### src/rtl/ex_pipe_ctrl_if.sv
// Execute-stage sequencing bundle: hazard/op status from the pipeline in,
// stall/flush/bubble controls and the stall performance counter out.
interface ex_pipe_ctrl_if #(
    parameter int CNT_W = 16
) ();
    logic             id_valid_i;
    logic [4:0]       id_rs1_i;
    logic [4:0]       id_rs2_i;
    logic             ex_MemRead_i;
    logic [4:0]       ex_waddr_i;
    logic             ex_multi_i;
    logic             mem_branch_taken_i;
    logic             pc_stall_o;
    logic             ifid_stall_o;
    logic             idex_stall_o;
    logic             ifid_flush_o;
    logic             idex_flush_o;
    logic             exmem_bubble_o;
    logic             ex_busy_o;
    logic             ex_done_o;
    logic [CNT_W-1:0] stall_cnt_o;

    // Pipeline side: reports ID/EX/MEM status, consumes the controls.
    modport master (
        output id_valid_i, id_rs1_i, id_rs2_i, ex_MemRead_i, ex_waddr_i,
               ex_multi_i, mem_branch_taken_i,
        input  pc_stall_o, ifid_stall_o, idex_stall_o, ifid_flush_o,
               idex_flush_o, exmem_bubble_o, ex_busy_o, ex_done_o, stall_cnt_o
    );

    // Controller side.
    modport slave (
        input  id_valid_i, id_rs1_i, id_rs2_i, ex_MemRead_i, ex_waddr_i,
               ex_multi_i, mem_branch_taken_i,
        output pc_stall_o, ifid_stall_o, idex_stall_o, ifid_flush_o,
               idex_flush_o, exmem_bubble_o, ex_busy_o, ex_done_o, stall_cnt_o
    );
endinterface

### src/rtl/ex_pipe_ctrl.sv
// Execute-stage pipeline sequencer: load-use stalls, fixed-latency
// multi-cycle EX ops and MEM-resolved branch flushes, plus a saturating
// stall-cycle counter.
//
// state | meaning
// RUN   | normal flow; load-use detection and multi-cycle entry
// MULTI | multi-cycle op holding EX; cnt counts remaining stall cycles
module ex_pipe_ctrl #(
    parameter int MUL_LAT = 4,
    parameter int CNT_W   = 16
) (
    input  logic          clock,
    input  logic          reset,
    ex_pipe_ctrl_if.slave pipe
);
    typedef enum logic {
        RUN   = 1'b0,
        MULTI = 1'b1
    } state_t;

    // Entry cycle is one of the MUL_LAT cycles and the done cycle another.
    localparam logic [3:0] CNT_INIT = 4'(MUL_LAT - 2);

    state_t           state, state_nxt;
    logic [3:0]       cnt, cnt_nxt;
    logic [CNT_W-1:0] stall_cnt;
    logic             flush;
    logic             load_use;
    logic             pc_stall, ifid_stall, idex_stall;
    logic             ifid_flush, idex_flush, exmem_bubble;
    logic             ex_busy, ex_done;

    assign flush    = pipe.mem_branch_taken_i;
    // Register 31 is XZR, so a load targeting it never creates a dependency.
    assign load_use = pipe.id_valid_i && pipe.ex_MemRead_i
                   && (pipe.ex_waddr_i != 5'd31)
                   && ((pipe.id_rs1_i == pipe.ex_waddr_i)
                    || (pipe.id_rs2_i == pipe.ex_waddr_i));

    // State and latency counter registers.
    always_ff @(posedge clock or negedge reset) begin
        if (!reset) begin
            state <= RUN;
            cnt   <= 4'd0;
        end else begin
            state <= state_nxt;
            cnt   <= cnt_nxt;
        end
    end

    // Next-state: a flush aborts any op in flight regardless of state.
    always_comb begin
        state_nxt = state;
        cnt_nxt   = cnt;
        if (flush) begin
            state_nxt = RUN;
            cnt_nxt   = 4'd0;
        end else begin
            case (state)
                RUN: begin
                    if (pipe.ex_multi_i) begin
                        state_nxt = MULTI;
                        cnt_nxt   = CNT_INIT;
                    end
                end
                MULTI: begin
                    if (cnt == 4'd0) begin
                        state_nxt = RUN;
                    end else begin
                        cnt_nxt = cnt - 4'd1;
                    end
                end
                default: begin
                    state_nxt = RUN;
                    cnt_nxt   = 4'd0;
                end
            endcase
        end
    end

    // Output decode: flush > multi-cycle > load-use; all quiet while in reset.
    always_comb begin
        pc_stall     = 1'b0;
        ifid_stall   = 1'b0;
        idex_stall   = 1'b0;
        ifid_flush   = 1'b0;
        idex_flush   = 1'b0;
        exmem_bubble = 1'b0;
        ex_busy      = 1'b0;
        ex_done      = 1'b0;
        if (reset) begin
            if (flush) begin
                ifid_flush   = 1'b1;
                idex_flush   = 1'b1;
                exmem_bubble = 1'b1;
            end else begin
                case (state)
                    RUN: begin
                        if (pipe.ex_multi_i) begin
                            pc_stall     = 1'b1;
                            ifid_stall   = 1'b1;
                            idex_stall   = 1'b1;
                            exmem_bubble = 1'b1;
                            ex_busy      = 1'b1;
                        end else if (load_use) begin
                            pc_stall   = 1'b1;
                            ifid_stall = 1'b1;
                            idex_flush = 1'b1;
                        end
                    end
                    MULTI: begin
                        ex_busy = 1'b1;
                        if (cnt != 4'd0) begin
                            pc_stall     = 1'b1;
                            ifid_stall   = 1'b1;
                            idex_stall   = 1'b1;
                            exmem_bubble = 1'b1;
                        end else begin
                            // Pipeline advances so EX/MEM captures the result.
                            ex_done = 1'b1;
                        end
                    end
                    default: ;
                endcase
            end
        end
    end

    // Saturating count of cycles in which the PC was held.
    always_ff @(posedge clock or negedge reset) begin
        if (!reset) begin
            stall_cnt <= '0;
        end else if (pc_stall && (stall_cnt != '1)) begin
            stall_cnt <= stall_cnt + 1'b1;
        end
    end

    assign pipe.pc_stall_o     = pc_stall;
    assign pipe.ifid_stall_o   = ifid_stall;
    assign pipe.idex_stall_o   = idex_stall;
    assign pipe.ifid_flush_o   = ifid_flush;
    assign pipe.idex_flush_o   = idex_flush;
    assign pipe.exmem_bubble_o = exmem_bubble;
    assign pipe.ex_busy_o      = ex_busy;
    assign pipe.ex_done_o      = ex_done;
    assign pipe.stall_cnt_o    = stall_cnt;
endmodule

### src/flat_wrapper.sv
// flat-port wrapper written by rule: the top's interface ports become plain ports
module ex_pipe_ctrl_flat 
#(
    parameter int MUL_LAT = 4,
    parameter int CNT_W   = 16
)
  (clock, reset, pipe_id_valid_i, pipe_id_rs1_i, pipe_id_rs2_i, pipe_ex_MemRead_i, pipe_ex_waddr_i, pipe_ex_multi_i, pipe_mem_branch_taken_i, pipe_pc_stall_o, pipe_ifid_stall_o, pipe_idex_stall_o, pipe_ifid_flush_o, pipe_idex_flush_o, pipe_exmem_bubble_o, pipe_ex_busy_o, pipe_ex_done_o, pipe_stall_cnt_o);
  ex_pipe_ctrl_if #(.CNT_W(CNT_W)) pipe_i ();
  input  logic clock;
  input  logic reset;
  input wire logic [$bits(pipe_i.id_valid_i)-1:0] pipe_id_valid_i;
  input wire logic [$bits(pipe_i.id_rs1_i)-1:0] pipe_id_rs1_i;
  input wire logic [$bits(pipe_i.id_rs2_i)-1:0] pipe_id_rs2_i;
  input wire logic [$bits(pipe_i.ex_MemRead_i)-1:0] pipe_ex_MemRead_i;
  input wire logic [$bits(pipe_i.ex_waddr_i)-1:0] pipe_ex_waddr_i;
  input wire logic [$bits(pipe_i.ex_multi_i)-1:0] pipe_ex_multi_i;
  input wire logic [$bits(pipe_i.mem_branch_taken_i)-1:0] pipe_mem_branch_taken_i;
  output wire logic [$bits(pipe_i.pc_stall_o)-1:0] pipe_pc_stall_o;
  output wire logic [$bits(pipe_i.ifid_stall_o)-1:0] pipe_ifid_stall_o;
  output wire logic [$bits(pipe_i.idex_stall_o)-1:0] pipe_idex_stall_o;
  output wire logic [$bits(pipe_i.ifid_flush_o)-1:0] pipe_ifid_flush_o;
  output wire logic [$bits(pipe_i.idex_flush_o)-1:0] pipe_idex_flush_o;
  output wire logic [$bits(pipe_i.exmem_bubble_o)-1:0] pipe_exmem_bubble_o;
  output wire logic [$bits(pipe_i.ex_busy_o)-1:0] pipe_ex_busy_o;
  output wire logic [$bits(pipe_i.ex_done_o)-1:0] pipe_ex_done_o;
  output wire logic [$bits(pipe_i.stall_cnt_o)-1:0] pipe_stall_cnt_o;
  assign pipe_i.id_valid_i = pipe_id_valid_i;
  assign pipe_i.id_rs1_i = pipe_id_rs1_i;
  assign pipe_i.id_rs2_i = pipe_id_rs2_i;
  assign pipe_i.ex_MemRead_i = pipe_ex_MemRead_i;
  assign pipe_i.ex_waddr_i = pipe_ex_waddr_i;
  assign pipe_i.ex_multi_i = pipe_ex_multi_i;
  assign pipe_i.mem_branch_taken_i = pipe_mem_branch_taken_i;
  assign pipe_pc_stall_o = pipe_i.pc_stall_o;
  assign pipe_ifid_stall_o = pipe_i.ifid_stall_o;
  assign pipe_idex_stall_o = pipe_i.idex_stall_o;
  assign pipe_ifid_flush_o = pipe_i.ifid_flush_o;
  assign pipe_idex_flush_o = pipe_i.idex_flush_o;
  assign pipe_exmem_bubble_o = pipe_i.exmem_bubble_o;
  assign pipe_ex_busy_o = pipe_i.ex_busy_o;
  assign pipe_ex_done_o = pipe_i.ex_done_o;
  assign pipe_stall_cnt_o = pipe_i.stall_cnt_o;
  ex_pipe_ctrl #(.MUL_LAT(MUL_LAT), .CNT_W(CNT_W)) u_core (.clock(clock), .reset(reset), .pipe(pipe_i));
endmodule
### config.mk
export PLATFORM = sky130hd
export DESIGN_NAME = ex_pipe_ctrl_flat
export DESIGN_NICKNAME = d
export VERILOG_FILES = /design/src/rtl/ex_pipe_ctrl_if.sv /design/src/rtl/ex_pipe_ctrl.sv /design/src/flat_wrapper.sv
export SDC_FILE = /design/constraint.sdc
export NUM_CORES = 1
export LEC_CHECK = 0
export CORE_ASPECT_RATIO = 1.1
export CORE_MARGIN = 5
export CORE_UTILIZATION = 47
export CTS_BUF_LIST = sky130_fd_sc_hd__clkbuf_8
export DETAILED_ROUTE_END_ITERATION = 8
export PLACE_DENSITY = 0.94
export SYNTH_ARGS = -nofsm -noshare
export SYNTH_HDL_FRONTEND = slang
export SYNTH_SLANG_ARGS = --single-unit
### constraint.sdc
create_clock -name clock -period 3.9 [get_ports clock]
set_input_delay 1.17 -clock clock [delete_from_list [all_inputs] [get_ports clock]]
set_output_delay 1.17 -clock clock [all_outputs]
set_load 0.01 [all_outputs]
# ---- After elaboration in Yosys (flattened, before gate mapping)
# Cells that the tools add are included.
dict set report op_classes {
  bitwise 1
  n_lt_le_gt_ge 0
  add_sub_neg 2
  n_div 0
  multipliers 0
  muxes 32
  shift 0
  n_reduce_logical 8
  eq_ne 6
}
# operator count
set op_table {}
lappend op_table {{$mux 1} 24}
lappend op_table {{$add 16x1->16 const B} 1}
lappend op_table {{$ne 16x16->1 const B} 1}
lappend op_table {{$mux 4} 3}
lappend op_table {{$eq 5x5->1} 2}
lappend op_table {{$pmux 1 s2} 4}
lappend op_table {{$pmux 4 s2} 1}
lappend op_table {{$ne 3x3->1 const B} 2}
lappend op_table {{$ne 5x5->1 const B} 1}
lappend op_table {{$logic_and 1x1->1} 4}
lappend op_table {{$logic_not 4->1} 1}
lappend op_table {{$reduce_bool 4->1} 1}
lappend op_table {{$sub 4x1->4 const B} 1}
lappend op_table {{$reduce_and 2->1} 1}
lappend op_table {{$logic_or 1x1->1} 1}
lappend op_table {{$not 1->1} 1}
dict set report word_totals {
  reg_bits 21
  out_inout_bits 24
  n_memories 0
  mem_bits_rw 0
  input_bits 21
  latch_bits 0
  word_cells 52
  rom_bits 0
}

# ---- Logic depth before layout (Yosys ltp)
# Gate-level depths: netlist (run 1).
dict set report logic_depth {
  word_depth 9
  depth_mapped 8
  ltp_nobuf 7
}

# ---- Worst setup path before layout (run 1)
# OpenSTA, ideal clock, no wires.
dict set report synth_path {
  path_type {input-to-output}
  startpoint {input pipe_mem_branch_taken_i}
  endpoint {output pipe_pc_stall_o}
  required_time_ns 2.730
  path_buffers 3
  stages 7
  arrival_ns 2.442
  setup_slack_ns 0.288
  cell_sequence {clkbuf_1 -> nand2b_1 -> nand2b_1 -> a21oi_1 -> buf_2 -> and2_1 -> buf_4}
}
dict set report synth_via {
  elab_chain_cells 2
}
# element line_no
set synth_lines {}
lappend synth_lines {{start, declared} flat_wrapper.sv:17} ;# input wire logic [$bits(pipe_i.mem_branch_taken_i)-1:0] pipe_mem_branch_taken_i;
lappend synth_lines {{$mux 1 (2 in a row)} --}
lappend synth_lines {{end, declared} flat_wrapper.sv:18} ;# output wire logic [$bits(pipe_i.pc_stall_o)-1:0] pipe_pc_stall_o;
# Every way passes these cells.

# ---- Final worst setup path (run 1)
dict set report layout_path {
  startpoint {input reset}
  endpoint {output pipe_ifid_flush_o}
}
dict set report layout_via {
  elab_chain_cells 1
}
# element line_no
set layout_lines {}
lappend layout_lines {{start, declared} flat_wrapper.sv:10} ;# input logic reset;
lappend layout_lines {{$mux 1} ex_pipe_ctrl.sv:91} ;# if (reset) begin
lappend layout_lines {{end, declared} flat_wrapper.sv:21} ;# output wire logic [$bits(pipe_i.ifid_flush_o)-1:0] pipe_ifid_flush_o;
# Every way passes these cells.

==> results of run 1 <==
## Yosys cell counts, drive strengths merged (2+ instances only)
library cell / count / area (µm²)
and3: 4 / 26.28
nor2b: 2 / 12.51
ha: 3 / 37.54
nor4: 4 / 25.02
nor2: 11 / 41.29
nand4: 13 / 87.58
nand3: 11 / 60.06
a21oi: 4 / 20.02
nor3: 3 / 15.01
nand2b: 2 / 12.51
xnor2: 24 / 210.2
mux2: 2 / 26.27
buf: 3 / 23.77
o21ai: 3 / 15.01
clkbuf: 3 / 11.26
nand2: 7 / 26.28
inv: 4 / 15.01
dfrtp: 21 / 525.5
and2: 2 / 12.51
## worst max-delay path, cell delays in order
cell	delay, ns
clkdlybuf4s50_1	0.55
buf_8	0.23
and2_1	0.16
clkdlybuf4s50_1	0.53
## per-stage QoR
| step | cells | power (W) |
|---|---|---|
| final | 228 | 0.0006440 |
| after global routing | 228 | 0.0006803 |
| after CTS | 228 | 0.0006423 |
| after global placement | 224 | 0.0004831 |
| after detailed placement | 224 | 0.0004958 |
| after floorplan | 141 | 0.0003773 |
## final timing paths
path,end,startpoint,slack [ns]
max in group asynchronous,u_core.pipe.stall_cnt_o[11]$_DFFE_PN0P_,reset,2.41
hold reg to reg,u_core.pipe.stall_cnt_o[13]$_DFFE_PN0P_,u_core.pipe.stall_cnt_o[13]$_DFFE_PN0P_,0.50
setup / recovery,pipe_ifid_flush_o,reset,0.09
hold / removal,u_core.pipe.stall_cnt_o[13]$_DFFE_PN0P_,u_core.pipe.stall_cnt_o[13]$_DFFE_PN0P_,0.50
min in group asynchronous,u_core.pipe.stall_cnt_o[6]$_DFFE_PN0P_,reset,1.32
setup reg to reg,u_core.pipe.stall_cnt_o[1]$_DFFE_PN0P_,u_core.pipe.stall_cnt_o[6]$_DFFE_PN0P_,1.81
## kinds of logic after synthesis
group / share of synthesized area (%)
compound gates: 8.326
flops: 39.29
mux: 1.964
buf+inv: 3.741
fa+ha+maj: 2.807
simple gates: 28.16
xor+xnor: 15.72
## state kept, by name, indices dropped and copies added, names as in the netlist
signal                   flops
u_core.cnt                   4
u_core.pipe.stall_cnt_o     16
u_core.state                 1
## power by group
group / switching, W / internal, W
combinational: 0.0000955 / 0.000123
clock: 0.0000755 / 0.0000714
sequential: 0.0000350 / 0.000243
## final cells by class
type                            instances  area (µm²)  share of cell area [%]
Sequential cell                        21       525.5                   26.84
Multi-Input combinational cell        110       788.3                   40.26
Clock inverter                          1       5.005                  0.2556
Tap cell                               33       41.29                   2.109
Timing Repair Buffer                   56       541.8                   27.67
Inverter                                4       15.01                  0.7668
Clock buffer                            3       41.29                   2.109
## per-layer routing
metal  up-vias  track usage, %  wire, µm  share of wire [%]
met5         -               0         0                  0
met4         0           5.420        93                2.4
met3        10           4.102       226                5.8
met2        67           36.63      2099                 54
met1       634           24.63      1467                 38
li1        613               -         -                  -
## repair_timing
item                                    4_1_cts  5_1_grt
pin swaps                                     1        2
hold endpoints to repair                      0        0
hold buffers                                  0        0
gates resized for setup                       8       11
endpoints found under the setup margin        5        4
==> summary.md, run 1 <==
| Metric | Value |
|---|---|
| Clock Tree Buf Depth | `2` |
| Congestion Overflow GR | `0` |
| Clock skew | `0.009478 ns` |
| Prevailing post-synth register cell | `dfrtp_1` |
| Worst slack at placement | `-0.2552 ns` |
| HP Class | `reg -> reg` |
| Root buf cell | `clkbuf_8` |
| Most common cell after layout, fill and taps aside | `clkdlybuf4s50_1` |
| FMAX | `0.2623 GHz` |
| Seq/Total Area, Yosys | `39.29%` |
| Fin worst setup slack | `0.08713 ns` |
| Setup violations, final | `0` |
| CTS tree | `done` |
| Vias in the first global route | `1354` |
| Wire per inst | `17.04 µm` |
| DIE HEIGHT | `65.95 µm` |
| Async SR Flop Fraction | `100.0%` |
| Worst Tran Pin Value | `0.6389 ns` |
| # port buffers | `44` |
| Dpl cell area | `1874 µm²` |
| DIE AREA | `4014 µm²` |
| Area delta synth->final | `46.40%` |
| Final Critical Period | `3.813 ns` |
| Leak pwr | `0.8181 nW` |
| CTS H-tree lvls | `1` |
| Initial DRC Count | `62` |
| Global-route wire length before repair | `6.306 mm` |
| YS warnings | `0` |
| Period utilisation layout | `97.77%` |
| Most frequent cells in the layout | `clkdlybuf4s50_1 (35), xnor2_1 (23), dfrtp_1 (21), nand4_1 (12), buf_4 (11)` |
| Worst Hold Path Cells | `1` |
| Hold slack | `0.5040 ns` |
| Dpl hpwl | `2.889 mm` |
| Die X | `60.87 µm` |
| Post-synth cell types | `40` |
| Vias per inst | `5.807` |
| Final core utilization | `71.14%` |
| Pin count of the biggest net entering global routing | `25` |
| Clk_lat worst skew | `0.27 ns` |
| Worst-case reg-to-reg path depth | `5` |
| Max-cap violations | `0` |
| Critical path class | `in -> out` |
| Initial antenna violation count | `0` |
| Mapped Nets | `165` |
| Run status | `finished clean` |
| Worst Path Max Fanout | `24` |
| Io pins | `45` |
| Worst VDD drop | `311.5 µV` |
| Drt first pass iters | `4` |
| Fin area | `1958 µm²` |
| Number of synthesized flops with an enable pin | `0` |
| Post-synthesis instance total | `141` |
| Antenna-violating nets left | `0` |
| Share of layout cells above drive strength 1 | `14.87%` |
| DR DRC count | `0` |
| Pwr Density | `328.9 nW/µm²` |
| Clk slew on worst S/H paths | `0.07 ns` |
| # rows | `20` |
| NumNets Final | `220` |
| Post-Route WL | `3.886 mm` |
| Fill cell total of the finished layout | `210` |
| Crit. End Element | `output pin` |
| CP Launch Type | `input pin` |
| FF+latch count, synth | `21` |
| Diode count | `0` |
| Total clock buffers created by CTS | `3` |
| Mean post-synth cell area | `9.486 µm²` |
| Area of the core | `2753 µm²` |
| Setup TNS | `0 ns` |
| RePlAce Congestion | `0.8057` |
| WP data arrival | `2.64 ns` |
| Buffer count from post-CTS setup fixing | `0` |
| Required time of the critical path | `2.73 ns` |
| Syn Std Cell Area | `1338 µm²` |
| Total track usage | `20.58%` |
| Initial cell density of the core | `48.59%` |
| Vias | `1324` |
| Slew HR | `57.01%` |
| Final hold vios | `0` |
| Slew Viols, Final | `0` |
| CTS sink cnt | `21` |
No activity file was read; power rests on OpenSTA's default activity.
==> run 2, diff against run 1 <==
Settings changed: ABC_AREA set to 1, CORE_UTILIZATION 47 to 48.
==> summary.md, run 2 <==
| Metric | Value |
|---|---|
| Post-synth cell types | `25` |
| Period utilisation layout | `97.56%` |
| Final hold vios | `0` |
| Critical path class | `in -> out` |
| FF+latch count, synth | `21` |
| Hold_buf cts | `0` |
| Worst Hold Path Cells | `2` |
| Worst Path Max Fanout | `3` |
| Worst Tran Pin Value | `0.4187 ns` |
| DIE HEIGHT | `68.15 µm` |
| FMAX | `0.2628 GHz` |
| Worst slack at placement | `-0.2413 ns` |
| Hold Crit Start | `u_core.pipe.stall_cnt_o[1]$_DFFE_PN0P_` |
| Global-route wire length before repair | `6.520 mm` |
| Area delta synth->final | `38.59%` |
| YS warnings | `0` |
| Worst VDD drop | `243.9 µV` |
| Fin worst setup slack | `0.09516 ns` |
| Synth Area in Compound Gates | `2.714%` |
| Power share of the combinational group | `31.6%` |
| Root buf cell | `clkbuf_8` |
| Buffer count from post-CTS setup fixing | `0` |
| Mapped Nets | `234` |
| Max-cap violations | `0` |
| Drt first pass iters | `4` |
| HP Class | `reg -> reg` |
| Worst-case reg-to-reg path depth | `8` |
| Clock skew | `0.004491 ns` |
| Largest cells by area after synthesis | `dfrtp_1 (36%), nand2_1 (19%), nand3_1 (8.1%)` |
| CP Launch Type | `input pin` |
| Prevailing post-synth register cell | `dfrtp_1` |
| Setup TNS | `0 ns` |
| Vias | `1477` |
| Wire per inst | `12.37 µm` |
| Initial DRC Count | `49` |
| Flop2flop setup slack | `2.05 ns` |
| Final Critical Period | `3.805 ns` |
| Net switching power | `0.0001931 W` |
| Total track usage | `18.82%` |
| RSZ-0062 raised after global routing | `no` |
| Post-synthesis instance total | `210` |
| Mux cell area share after synthesis | `0%` |
| Setup violations, final | `0` |
| Clk slew on worst S/H paths | `0.08 ns` |
| Fin area | `2044 µm²` |
| Area leader, netlist | `dfrtp_1` |
| Number of synthesized flops with an enable pin | `0` |
| Adder-Cell Fraction of Synth Area | `2.545%` |
| CTS H-tree lvls | `1` |
| Slew HR | `71.98%` |
| Post-Route WL | `3.673 mm` |
| Slew Viols, Final | `0` |
| Crit. End Element | `output pin` |
| Pwr Density | `296.2 nW/µm²` |
| Vias in the first global route | `1479` |
| Most common cell after layout, fill and taps aside | `nand2_1` |
| Simple-Gate Fraction of Synth Area | `40.20%` |
| Initial cell density of the core | `49.25%` |
| P_int | `0.0004125 W` |
| Leak pwr | `1.114 nW` |
| Top post-synthesis cells by count | `nand2_1 (74), inv_1 (26), nand3_1 (24), dfrtp_1 (21), nor2_1 (19)` |
| # rows | `21` |
| Vias per inst | `4.973` |
| DIE AREA | `4283 µm²` |
| Fraction of power spent switching nets | `31.88%` |
| # port buffers | `44` |
| NumNets Final | `288` |
| Non-Filler Instances | `297` |
| Die X | `62.86 µm` |
| Dpl cell area | `1997 µm²` |
| Congestion Overflow GR | `0` |
| Antenna-violating nets left | `0` |
| Clock Tree Buf Depth | `2` |
| WP data arrival | `2.63 ns` |
| Dpl hpwl | `2.818 mm` |
| Main combinational cell family by area after synthesis | `simple AND/OR/NAND/NOR gates` |
| RR Endpoint | `u_core.pipe.stall_cnt_o[7]$_DFFE_PN0P_` |
| Reg power frac | `45.1%` |
| Share of layout cells above drive strength 1 | `9.506%` |
| Io pins | `45` |
| Area of the core | `2995 µm²` |
| DR DRC count | `0` |
| Required time of the critical path | `2.73 ns` |
| Initial antenna violation count | `0` |
| Clk_lat worst skew | `0.26 ns` |
| Top-count cell post-synth | `nand2_1` |
| Pin count of the biggest net entering global routing | `22` |
| Diode count | `0` |
| Syn Std Cell Area | `1475 µm²` |
| Mean post-synth cell area | `7.025 µm²` |
| CTS tree | `done` |
| XOR/XNOR share of the synthesized area | `10.09%` |
| WHS Endpoint | `u_core.pipe.stall_cnt_o[1]$_DFFE_PN0P_` |
| Async SR Flop Fraction | `100.0%` |
| Max reg flops | `16` |
| Total clock buffers created by CTS | `3` |
| Worst Setup SP | `pipe_ex_waddr_i[4]` |
| Seq/Total Area, Yosys | `35.62%` |
| Cells after DPL | `293` |
| Tot Pwr | `0.0006056 W` |
| Run status | `finished clean` |
| R2r startpoint | `u_core.pipe.stall_cnt_o[0]$_DFFE_PN0P_` |
| RePlAce Congestion | `0.8427` |
| Top cell type's share of synthesized area | `35.62%` |
| Most frequent cells in the layout | `nand2_1 (73), clkdlybuf4s50_1 (38), inv_1 (26), nand3_1 (24), dfrtp_1 (21)` |
| Clock Power Share | `23.3%` |
| CTS sink cnt | `21` |
[run 2: changes by cell type after synthesis, moves of 3 or more]
cell / before / now
nand2_1: 7 / 74
nor4_1: 4 / 0
inv_1: 4 / 26
nor2_1: 11 / 19
a21oi_1: 4 / 1
nand3_1: 10 / 24
xor2_1: 0 / 7
clkbuf_1: 3 / 0
xnor2_1: 24 / 10
nand4_1: 12 / 4
[run 2: power groups by stage]
stage / logic, W / registers [W] / clock network, W
global placement: 0.000187 / 0.000275 / 0
detailed placement: 0.000195 / 0.000277 / 0
finish: 0.000192 / 0.000273 / 0.000141
global route: 0.000216 / 0.000279 / 0.000154
floorplan: 0.0000885 / 0.000279 / 0
CTS: 0.000195 / 0.000273 / 0.000145
[run 2: through the flow]
| stage | util [%] | hold WS [ns] |
|---|---|---|
| 2_1_floorplan | - | 0.5332 |
| 3_5_place_dp | 66.67 | 0.5398 |
| 6_report | 68.25 | 0.5639 |
| 3_3_place_gp | 66.67 | 0.5174 |
| 4_1_cts | 68.17 | 0.5634 |
| 5_1_grt | 68.25 | 0.6029 |
[run 2: per-layer routing]
metal  up-vias  track usage (%)  part of all wire (%)
li1        762                -                     -
met1       664            23.60                    46
met2        44            31.87                    46
met3         7            4.105                   5.7
met4         0            7.427                   2.0
met5         -                0                     0
[run 2: repair_timing]
item / 4_1_cts / 5_1_grt
gates cloned: 0 / 0
gates resized for setup: 5 / 7
setup endpoints to repair: 3 / 4
[run 2: worst max-delay path by stage]
stage	end	depth (start not counted)
2_1_floorplan	pipe_pc_stall_o	7
3_3_place_gp	pipe_pc_stall_o	10
3_5_place_dp	pipe_pc_stall_o	10
4_1_cts	pipe_ifid_stall_o	8
5_1_grt	pipe_idex_flush_o	8
6_report	pipe_idex_flush_o	8
[run 2: final cells by class]
class	instances	area [µm²]
clock buffers	3	41.29
inverters	27	101.3
well taps	34	42.54
repair buffers	53	504.2
multi-input cells	158	824.5
clock inverters	1	5.005
flip-flops and latches	21	525.5
fillers	258	950.9
[run 2: critical path, cell delays in order]
cell and delay [ns]:
clkdlybuf4s50_1 0.51, inv_1 0.08, buf_4 0.13, nor3_1 0.18, a21oi_1 0.12, nand4_1 0.11, nand2_1 0.06, dlygate4sd2_1 0.28
[run 2: cells by family (layout without fill, tap and decap cells)]
kind of cell             Yosys count  after routing
AND/OR/NAND/NOR                  131            131
buffers and inverters             31             84
flip-flops                        21             21
XOR/XNOR                          17             17
AO/OA/AOI/OAI                      7              7
adder cells (fa/ha/maj)            3              3
